`src/rtl/insmem_loader_if.sv`:
```
`default_nettype none
// ============================================================================
// insmem_loader_if : byte-stream, control and memory-write bundle of the loader
// Revision: 1.0
// ============================================================================
interface insmem_loader_if #(
    parameter int PC_BITS = 6
);
    logic               start;
    logic [7:0]         rx_data;
    logic               rx_valid;
    logic               rx_ready;
    logic               we_insmem;
    logic [PC_BITS-1:0] pc;
    logic [15:0]        instruction_in;
    logic               busy;
    logic               done;
    logic               error;

    // master: the loader itself; slave: stream source, controller and memory
    modport master (
        input  start, rx_data, rx_valid,
        output rx_ready, we_insmem, pc, instruction_in, busy, done, error
    );
    modport slave (
        output start, rx_data, rx_valid,
        input  rx_ready, we_insmem, pc, instruction_in, busy, done, error
    );
endinterface
`default_nettype wire

```
`src/rtl/insmem_loader.sv`:
```
`default_nettype none
// ============================================================================
// insmem_loader : boot loader turning a counted big-endian byte stream into
//                 one-cycle instruction-memory write pulses
// Revision: 1.0
// ============================================================================
module insmem_loader #(
    parameter int PC_BITS = 6
) (
    input  wire logic        clk,
    input  wire logic        reset,
    insmem_loader_if.master  bus
);
    localparam int c_MAX_WORDS = 2 ** (PC_BITS - 1);

    localparam logic [2:0] c_IDLE  = 3'd0;
    localparam logic [2:0] c_LEN   = 3'd1;
    localparam logic [2:0] c_HI    = 3'd2;
    localparam logic [2:0] c_LO    = 3'd3;
    localparam logic [2:0] c_WRITE = 3'd4;
    localparam logic [2:0] c_DONE  = 3'd5;
    localparam logic [2:0] c_ERROR = 3'd6;

    logic [2:0]         state_q, state_d;
    logic [7:0]         count_q, count_d;
    logic [PC_BITS-1:0] pc_q, pc_d;
    logic [15:0]        instr_q, instr_d;
    logic               we_q, we_d;

    logic w_rx_ready;
    logic w_accept;

    assign w_rx_ready = (state_q == c_LEN) || (state_q == c_HI) || (state_q == c_LO);
    assign w_accept   = w_rx_ready && bus.rx_valid;

    always_comb begin
        state_d = state_q;
        count_d = count_q;
        pc_d    = pc_q;
        instr_d = instr_q;
        we_d    = 1'b0;
        case (state_q)
            c_IDLE, c_DONE, c_ERROR: begin
                if (bus.start) begin
                    state_d = c_LEN;
                    pc_d    = '0;
                end
            end
            c_LEN: begin
                if (w_accept) begin
                    if (bus.rx_data == 8'd0) begin
                        state_d = c_DONE;
                    end else if (32'(bus.rx_data) > c_MAX_WORDS) begin
                        state_d = c_ERROR;
                    end else begin
                        count_d = bus.rx_data;
                        state_d = c_HI;
                    end
                end
            end
            c_HI: begin
                if (w_accept) begin
                    instr_d[15:8] = bus.rx_data;
                    state_d       = c_LO;
                end
            end
            c_LO: begin
                if (w_accept) begin
                    instr_d[7:0] = bus.rx_data;
                    we_d         = 1'b1;
                    state_d      = c_WRITE;
                end
            end
            c_WRITE: begin
                // pc/instruction stay frozen through the pulse; advance afterwards
                count_d = count_q - 8'd1;
                if (count_q == 8'd1) begin
                    pc_d    = '0;
                    state_d = c_DONE;
                end else begin
                    pc_d    = pc_q + PC_BITS'(2);
                    state_d = c_HI;
                end
            end
            default: state_d = c_IDLE;
        endcase
    end

    always_ff @(posedge clk) begin
        if (reset) begin
            state_q <= c_IDLE;
            count_q <= '0;
            pc_q    <= '0;
            instr_q <= '0;
            we_q    <= 1'b0;
        end else begin
            state_q <= state_d;
            count_q <= count_d;
            pc_q    <= pc_d;
            instr_q <= instr_d;
            we_q    <= we_d;
        end
    end

    assign bus.rx_ready       = w_rx_ready;
    assign bus.we_insmem      = we_q;
    assign bus.pc             = pc_q;
    assign bus.instruction_in = instr_q;
    assign bus.busy           = (state_q == c_LEN) || (state_q == c_HI) ||
                                (state_q == c_LO)  || (state_q == c_WRITE);
    assign bus.done           = (state_q == c_DONE);
    assign bus.error          = (state_q == c_ERROR);
endmodule
`default_nettype wire

```
`src/flat_wrapper.sv`:
```
// flat-port wrapper written by rule: the top's interface ports become plain ports
module insmem_loader_flat 
#(
    parameter int PC_BITS = 6
)
  (clk, reset, bus_start, bus_rx_data, bus_rx_valid, bus_rx_ready, bus_we_insmem, bus_pc, bus_instruction_in, bus_busy, bus_done, bus_error);
  insmem_loader_if #(.PC_BITS(PC_BITS)) bus_i ();
  input  wire logic clk;
  input  wire logic reset;
  input wire logic [$bits(bus_i.start)-1:0] bus_start;
  input wire logic [$bits(bus_i.rx_data)-1:0] bus_rx_data;
  input wire logic [$bits(bus_i.rx_valid)-1:0] bus_rx_valid;
  output wire logic [$bits(bus_i.rx_ready)-1:0] bus_rx_ready;
  output wire logic [$bits(bus_i.we_insmem)-1:0] bus_we_insmem;
  output wire logic [$bits(bus_i.pc)-1:0] bus_pc;
  output wire logic [$bits(bus_i.instruction_in)-1:0] bus_instruction_in;
  output wire logic [$bits(bus_i.busy)-1:0] bus_busy;
  output wire logic [$bits(bus_i.done)-1:0] bus_done;
  output wire logic [$bits(bus_i.error)-1:0] bus_error;
  assign bus_i.start = bus_start;
  assign bus_i.rx_data = bus_rx_data;
  assign bus_i.rx_valid = bus_rx_valid;
  assign bus_rx_ready = bus_i.rx_ready;
  assign bus_we_insmem = bus_i.we_insmem;
  assign bus_pc = bus_i.pc;
  assign bus_instruction_in = bus_i.instruction_in;
  assign bus_busy = bus_i.busy;
  assign bus_done = bus_i.done;
  assign bus_error = bus_i.error;
  insmem_loader #(.PC_BITS(PC_BITS)) u_core (.clk(clk), .reset(reset), .bus(bus_i));
endmodule
```
`config.mk`:
```
export PLATFORM = sky130hd
export DESIGN_NAME = insmem_loader_flat
export DESIGN_NICKNAME = d
export VERILOG_FILES = /design/src/rtl/insmem_loader_if.sv /design/src/rtl/insmem_loader.sv /design/src/flat_wrapper.sv
export SDC_FILE = /design/constraint.sdc
export NUM_CORES = 1
export LEC_CHECK = 0
export ABC_AREA = 1
export CELL_PAD_IN_SITES_DETAIL_PLACEMENT = 1
export CELL_PAD_IN_SITES_GLOBAL_PLACEMENT = 2
export CORE_UTILIZATION = 26
export DETAILED_ROUTE_END_ITERATION = 10
export GPL_ROUTABILITY_DRIVEN = 0
export GPL_TIMING_DRIVEN = 0
export PLACE_DENSITY = 0.8
export SLEW_MARGIN = 20
export SYNTH_ARGS = -nofsm -noshare
export SYNTH_HDL_FRONTEND = slang
export SYNTH_SLANG_ARGS = --single-unit
```
`constraint.sdc`:
```
create_clock -name clk -period 1.43 [get_ports clk]
set_input_delay 0.3575 -clock clk [delete_from_list [all_inputs] [get_ports clk]]
set_output_delay 0.3575 -clock clk [all_outputs]
set_load 0.03 [all_outputs]
```
# ---- Word level (Yosys, flattened, before mapping)
# Index checks and enable logic that the tools add are counted.
# Widths: inputs -> output; s select.
dict set report op_classes {
  n_reduce_logical 15
  muxes 16
  add_sub_neg 2
  bitwise_logic 1
  n_eq_ne 13
  order_cmp 1
}
# operator n
set op_table {}
lappend op_table {{$mux 8} 3}
lappend op_table {{$mux 3} 7}
lappend op_table {{$pmux 8 s2} 1}
lappend op_table {{$pmux 3 s5} 1}
lappend op_table {{$mux 6} 2}
lappend op_table {{$pmux 6 s2} 1}
lappend op_table {{$eq 3x3->1 const B} 3}
lappend op_table {{$eq 8x1->1 const B} 1}
lappend op_table {{$gt 8x6->1 const B} 1}
lappend op_table {{$logic_not 8->1} 1}
lappend op_table {{$reduce_and 4->1} 2}
lappend op_table {{$sub 8x1->8 const B} 1}
lappend op_table {{$add 6x2->6 const B} 1}
lappend op_table {{$eq 3x2->1 const B} 2}
lappend op_table {{$ne 2x1->1 const B} 3}
lappend op_table {{$ne 2x2->1 const B} 3}
lappend op_table {{$reduce_and 2->1} 3}
lappend op_table {{$reduce_bool 2->1} 2}
lappend op_table {{$eq 3x1->1 const B} 1}
lappend op_table {{$logic_not 3->1} 1}
lappend op_table {{$logic_or 1x1->1} 3}
lappend op_table {{$reduce_or 3->1} 1}
lappend op_table {{$reduce_or 2->1} 1}
lappend op_table {{$logic_and 1x1->1} 1}
lappend op_table {{other kinds (2)} 2}
dict set report totals {
  reg_bits 34
  input_bits 12
  output_inout_bits 27
}

# ---- Logic depth before layout (Yosys ltp)
dict set report depth {
  depth_word 6
  depth_mapped 9
}

# ---- Worst setup path after synthesis
# Ideal clock, no wire load.
dict set report synth_timing {
  path_kind {reg-to-reg}
  startpoint {register u_core.pc_q[1], in the netlist u_core.bus.pc[1]}
  endpoint {register u_core.pc_q[5], in the netlist u_core.bus.pc[5]}
  setup_slack_ns -0.066
  t_arrival_ns 1.426
  path_buffers 0
  required_ns 1.360
  stages_incl_launch_ff 6
  setup_time_ns 0.070
  synth_period_minus_slack_ns 1.496
  path_cell_list {dfxtp_1 -> ha_1 -> nand3_1 -> xor2_1 -> or2_2 -> a21oi_1}
}
dict set report synth_via {
  elab_chain_len 3
}
# element line
set synth_lines {}
lappend synth_lines {{start: declaration} insmem_loader.sv:26} ;# logic [PC_BITS-1:0] pc_q, pc_d;
lappend synth_lines {{start signal: assignment} insmem_loader.sv:99} ;# pc_q <= pc_d;
lappend synth_lines {{$add 6x2->6} insmem_loader.sv:81} ;# pc_d = pc_q + PC_BITS'(2);
lappend synth_lines {{$mux 6} insmem_loader.sv:77} ;# if (count_q == 8'd1) begin
lappend synth_lines {{$pmux 6 s2} insmem_loader.sv:42} ;# case (state_q)
# No other way between the ends.
# A chain may end at the register's enable or synchronous reset.

# ---- Final worst setup path
dict set report layout_timing {
  startpoint {register u_core.state_q[1]}
  endpoint {output port bus_busy}
}
dict set report layout_via {
  elab_chain_len 4
  word_cells_on_any_way 7
}
# element line
set layout_lines {}
lappend layout_lines {{start: declaration} insmem_loader.sv:24} ;# logic [2:0] state_q, state_d;
lappend layout_lines {{start signal: assignment} insmem_loader.sv:91} ;# state_q <= c_IDLE;
lappend layout_lines {{start signal: assignment} insmem_loader.sv:97} ;# state_q <= state_d;
lappend layout_lines {{$eq 3x1->1 or $eq 3x2->1 (tied branches)} insmem_loader.sv:109} ;# assign bus.busy = (state_q == c_LEN) || (state_q == c_HI) ||
lappend layout_lines {{$logic_or 1x1->1 (2 in a row)} insmem_loader.sv:109}
lappend layout_lines {{$logic_or 1x1->1 (*)} insmem_loader.sv:110} ;# (state_q == c_LO) || (state_q == c_WRITE);
lappend layout_lines {{end: declaration} flat_wrapper.sv:17} ;# output wire logic [$bits(bus_i.busy)-1:0] bus_busy;
# Every way passes the cells marked *; elsewhere a longest branch is shown, timed or not.

==> flow_metrics.env <==
export IMPL_status="finished, violations left"
export IMPL_violations="setup timing"
export IMPL_clkTransAtPathRegs_ns=0.06
export IMPL_die_y_um=82.5
export IMPL_seq_area_frac_synth_pct=39.2
export IMPL_routed_wl_um=5040
export IMPL_path_class="reg -> out"
export IMPL_reg2reg_from="u_core.state_q[0]"
export IMPL_gr_total_overflow=0
export IMPL_cp_slowest_cell="dfxtp_4"
export IMPL_dieArea_um2=6810
export IMPL_fin_crit_ns=1.52
export IMPL_portBuffers=36
export IMPL_dp_hpwl_um=3470
export IMPL_row_count=28
export IMPL_core_area_um2=6100
export IMPL_rsz0062_at_grt="yes"
export IMPL_grt_pass1_wl_um=8050
export IMPL_synth_top_area_cell="dfxtp_1"
export IMPL_synth_most_common_cell="nand2_1"
export IMPL_final_period_utilization_pct=106
export IMPL_synth_flop_cell="dfxtp_1"
export IMPL_crit_family="flip-flops"
export IMPL_cts_root_buffer="clkbuf_8"
export IMPL_avgRoutedWirePerCell_um=13.0
export IMPL_cp_max_fo=4
export IMPL_clockBufferDepth=2
export IMPL_setup_violations=4
export IMPL_yosys_warnings=0
export IMPL_dr_total_vias=1775
export IMPL_max_cap_violations=0
export IMPL_dieWidth_um=82.5
export IMPL_ir_worst_vdd_v=0.00109
export IMPL_grt_use_total_pct=15.9
export IMPL_cp_arrival_ns=1.16
export IMPL_synth_edf_count=0
export IMPL_syn_num_nets=264
export IMPL_critPathBufInv=2
export IMPL_cp_data_required_time_ns=1.07
export IMPL_htree_levels=2
export IMPL_io_pins=39
export IMPL_hold_buffers=0
export IMPL_clkLatencyLatePin_ns=0.28
export IMPL_fin_cells=386
export IMPL_synth_top_area_share_pct=39.2
export IMPL_synthTopCellsByArea="dfxtp_1, nand2_1, nor2_1"
export IMPL_fmax_mhz=659
export IMPL_critPathCaptureType="output pin"
export IMPL_ys_ff_latch=33
export IMPL_layout_nets=325
export IMPL_holdPathStages=2
export IMPL_cts_tree="done"
export IMPL_max_stage_delay_ns=0.37
export IMPL_hold_path_class="in -> reg"
export IMPL_start_util_pct=27.7
export IMPL_path_cells="buf_6 -> o21ai_4 -> nand2_2 -> buf_6"
export IMPL_clock_skew_ns=0.0105
export IMPL_drive_above_1_share_pct=31.5
export IMPL_synthArstFlopShare_pct=0
export IMPL_final_core_util_pct=42.1
export IMPL_hold_viol=0
export IMPL_antenna_cells=0
export IMPL_slew_violations=0
export IMPL_antenna_found_initial=0
export IMPL_drt_pass1_iter_count=4
export IMPL_ys_top_cells_by_count="nand2_1, nor2_1, dfxtp_1"
export IMPL_critPathMostFrequentCell="buf_6"
export IMPL_rr_endpoint="u_core.count_q[7]"
export IMPL_power_density_nw_per_um2=1820
export IMPL_grt_pass1_vias=1709
export IMPL_synthesis_area_um2=1690
export IMPL_yosysUniqueCellTypes=27
export IMPL_drt_iter0_markers=36
export IMPL_via_per_inst=4.60
export IMPL_hold_start="reset"
export IMPL_cts_buffers=5
export IMPL_cp_start_kind="flip-flop"
export IMPL_grt_max_degree=12
export IMPL_min_to="u_core.count_q[6]"
export IMPL_leakagePower_nw=1.17
export IMPL_place_ws_ns=-0.568
export IMPL_rr_worst_depth=8
export IMPL_finalWorstSetupSlack_ns=-0.0871
export IMPL_clkSinkCount=33
export IMPL_syn_avg_cell_area_um2=6.77
export IMPL_syn2layout_area_growth_pct=52.3
export IMPL_ant_nets=0
export IMPL_route_detailed_drc=0
export IMPL_synthCells=249
export IMPL_post_place_cells=360
export IMPL_r2r_slack_ns=0.01
[per-layer routing]
metal	share of wire (%)	wire [um]	track usage, %	vias to the layer above
li1	-	-	-	909
met1	47	2360	19.8	832
met2	48	2400	26.9	32
met3	4.9	245	3.74	2
met4	0.68	34	4.66	0
met5	0	0	0	-
[cell type report]
cell class                      count  area, um^2
Clock buffer                        6        82.6
Multi-Input combinational cell    173         985
Timing Repair Buffer               54         512
Tap cell                           75        93.8
Inverter                           35         139
Buffer                              8        68.8
Clock inverter                      2        13.8
Sequential cell                    33         674
Fill cell                         774        3530
[stage by stage]
step	setup TNS [ns]	instance area, um^2	hold WS, ns	total power [W]
final	-0.205	2570	0.391	0.00466
after global routing	-0.801	2570	0.404	0.00503
after CTS	-0.209	2430	0.393	0.00431
after detailed placement	-10.51	2140	0.441	0.00316
after global placement	-10.22	2140	0.437	0.00314
after floorplan	0	1690	0.457	0.00259
[worst max-delay path by stage]
stage / from / depth (start not counted) / slack [ns] / to
detailed placement: bus_rx_data[6] / 10 / -0.57 / u_core.count_q[3]
global placement: bus_rx_data[6] / 10 / -0.53 / u_core.count_q[3]
global route: u_core.state_q[1] / 4 / -0.13 / bus_busy
floorplan: u_core.bus.pc[1] / 5 / 0.07 / u_core.bus.pc[5]
CTS: u_core.state_q[0] / 5 / -0.08 / bus_busy
finish: u_core.state_q[1] / 4 / -0.09 / bus_busy
[state kept, by name, indices dropped and copies added, names as in the netlist]
| name | flops |
|---|---|
| u_core.count_q | 8 |
| u_core.bus.instruction_in | 16 |
| u_core.bus.pc | 5 |
| u_core.bus.we_insmem | 1 |
| u_core.state_q | 3 |
[placed cells by master (no fill, tap or decap), types with 3 or more instances in the layout]
| cell type | count |
|---|---|
| a21oi_1 | 23 |
| a21oi_2 | 3 |
| buf_4 | 15 |
| buf_6 | 6 |
| clkbuf_2 | 3 |
| clkbuf_8 | 7 |
| clkdlybuf4s15_1 | 6 |
| dfxtp_1 | 28 |
| dfxtp_4 | 3 |
| dlygate4sd2_1 | 20 |
| inv_1 | 25 |
| inv_2 | 7 |
| inv_4 | 3 |
| nand2_1 | 36 |
| nand2_2 | 9 |
| nand3_1 | 9 |
| nand3_4 | 3 |
| nand4_1 | 3 |
| nor2_1 | 27 |
| nor2_2 | 11 |
| nor2_4 | 3 |
| o21ai_0 | 27 |
| o21ai_4 | 3 |
[what timing repair did]
| item | CTS | global route |
|---|---|---|
| resized for setup | 85 | 49 |
| endpoints found under the setup margin | 38 | 28 |
| setup buffers | 13 | 4 |
| gates cloned | 1 | 0 |
| pin swaps | 9 | 16 |
[power breakdown]
part | switching [W] | internal (W)
Combinational | 0.00152 | 0.00111
Clock | 0.000360 | 0.000390
Sequential | 0.000162 | 0.00112
[logic make-up after synthesis]
logic type / after synthesis / share of synthesized area, %
AOI/OAI and AO/OA: 60 / 18.9
xor gates and xnor gates: 2 / 1.04
adders and majority gates: 3 / 2.23
buffers and inverters: 43 / 11.5
DFF: 33 / 39.2
other: 1 / 0.222
and+or+nand+nor: 107 / 26.9
Note: power is estimated with default switching activity, not from simulation.
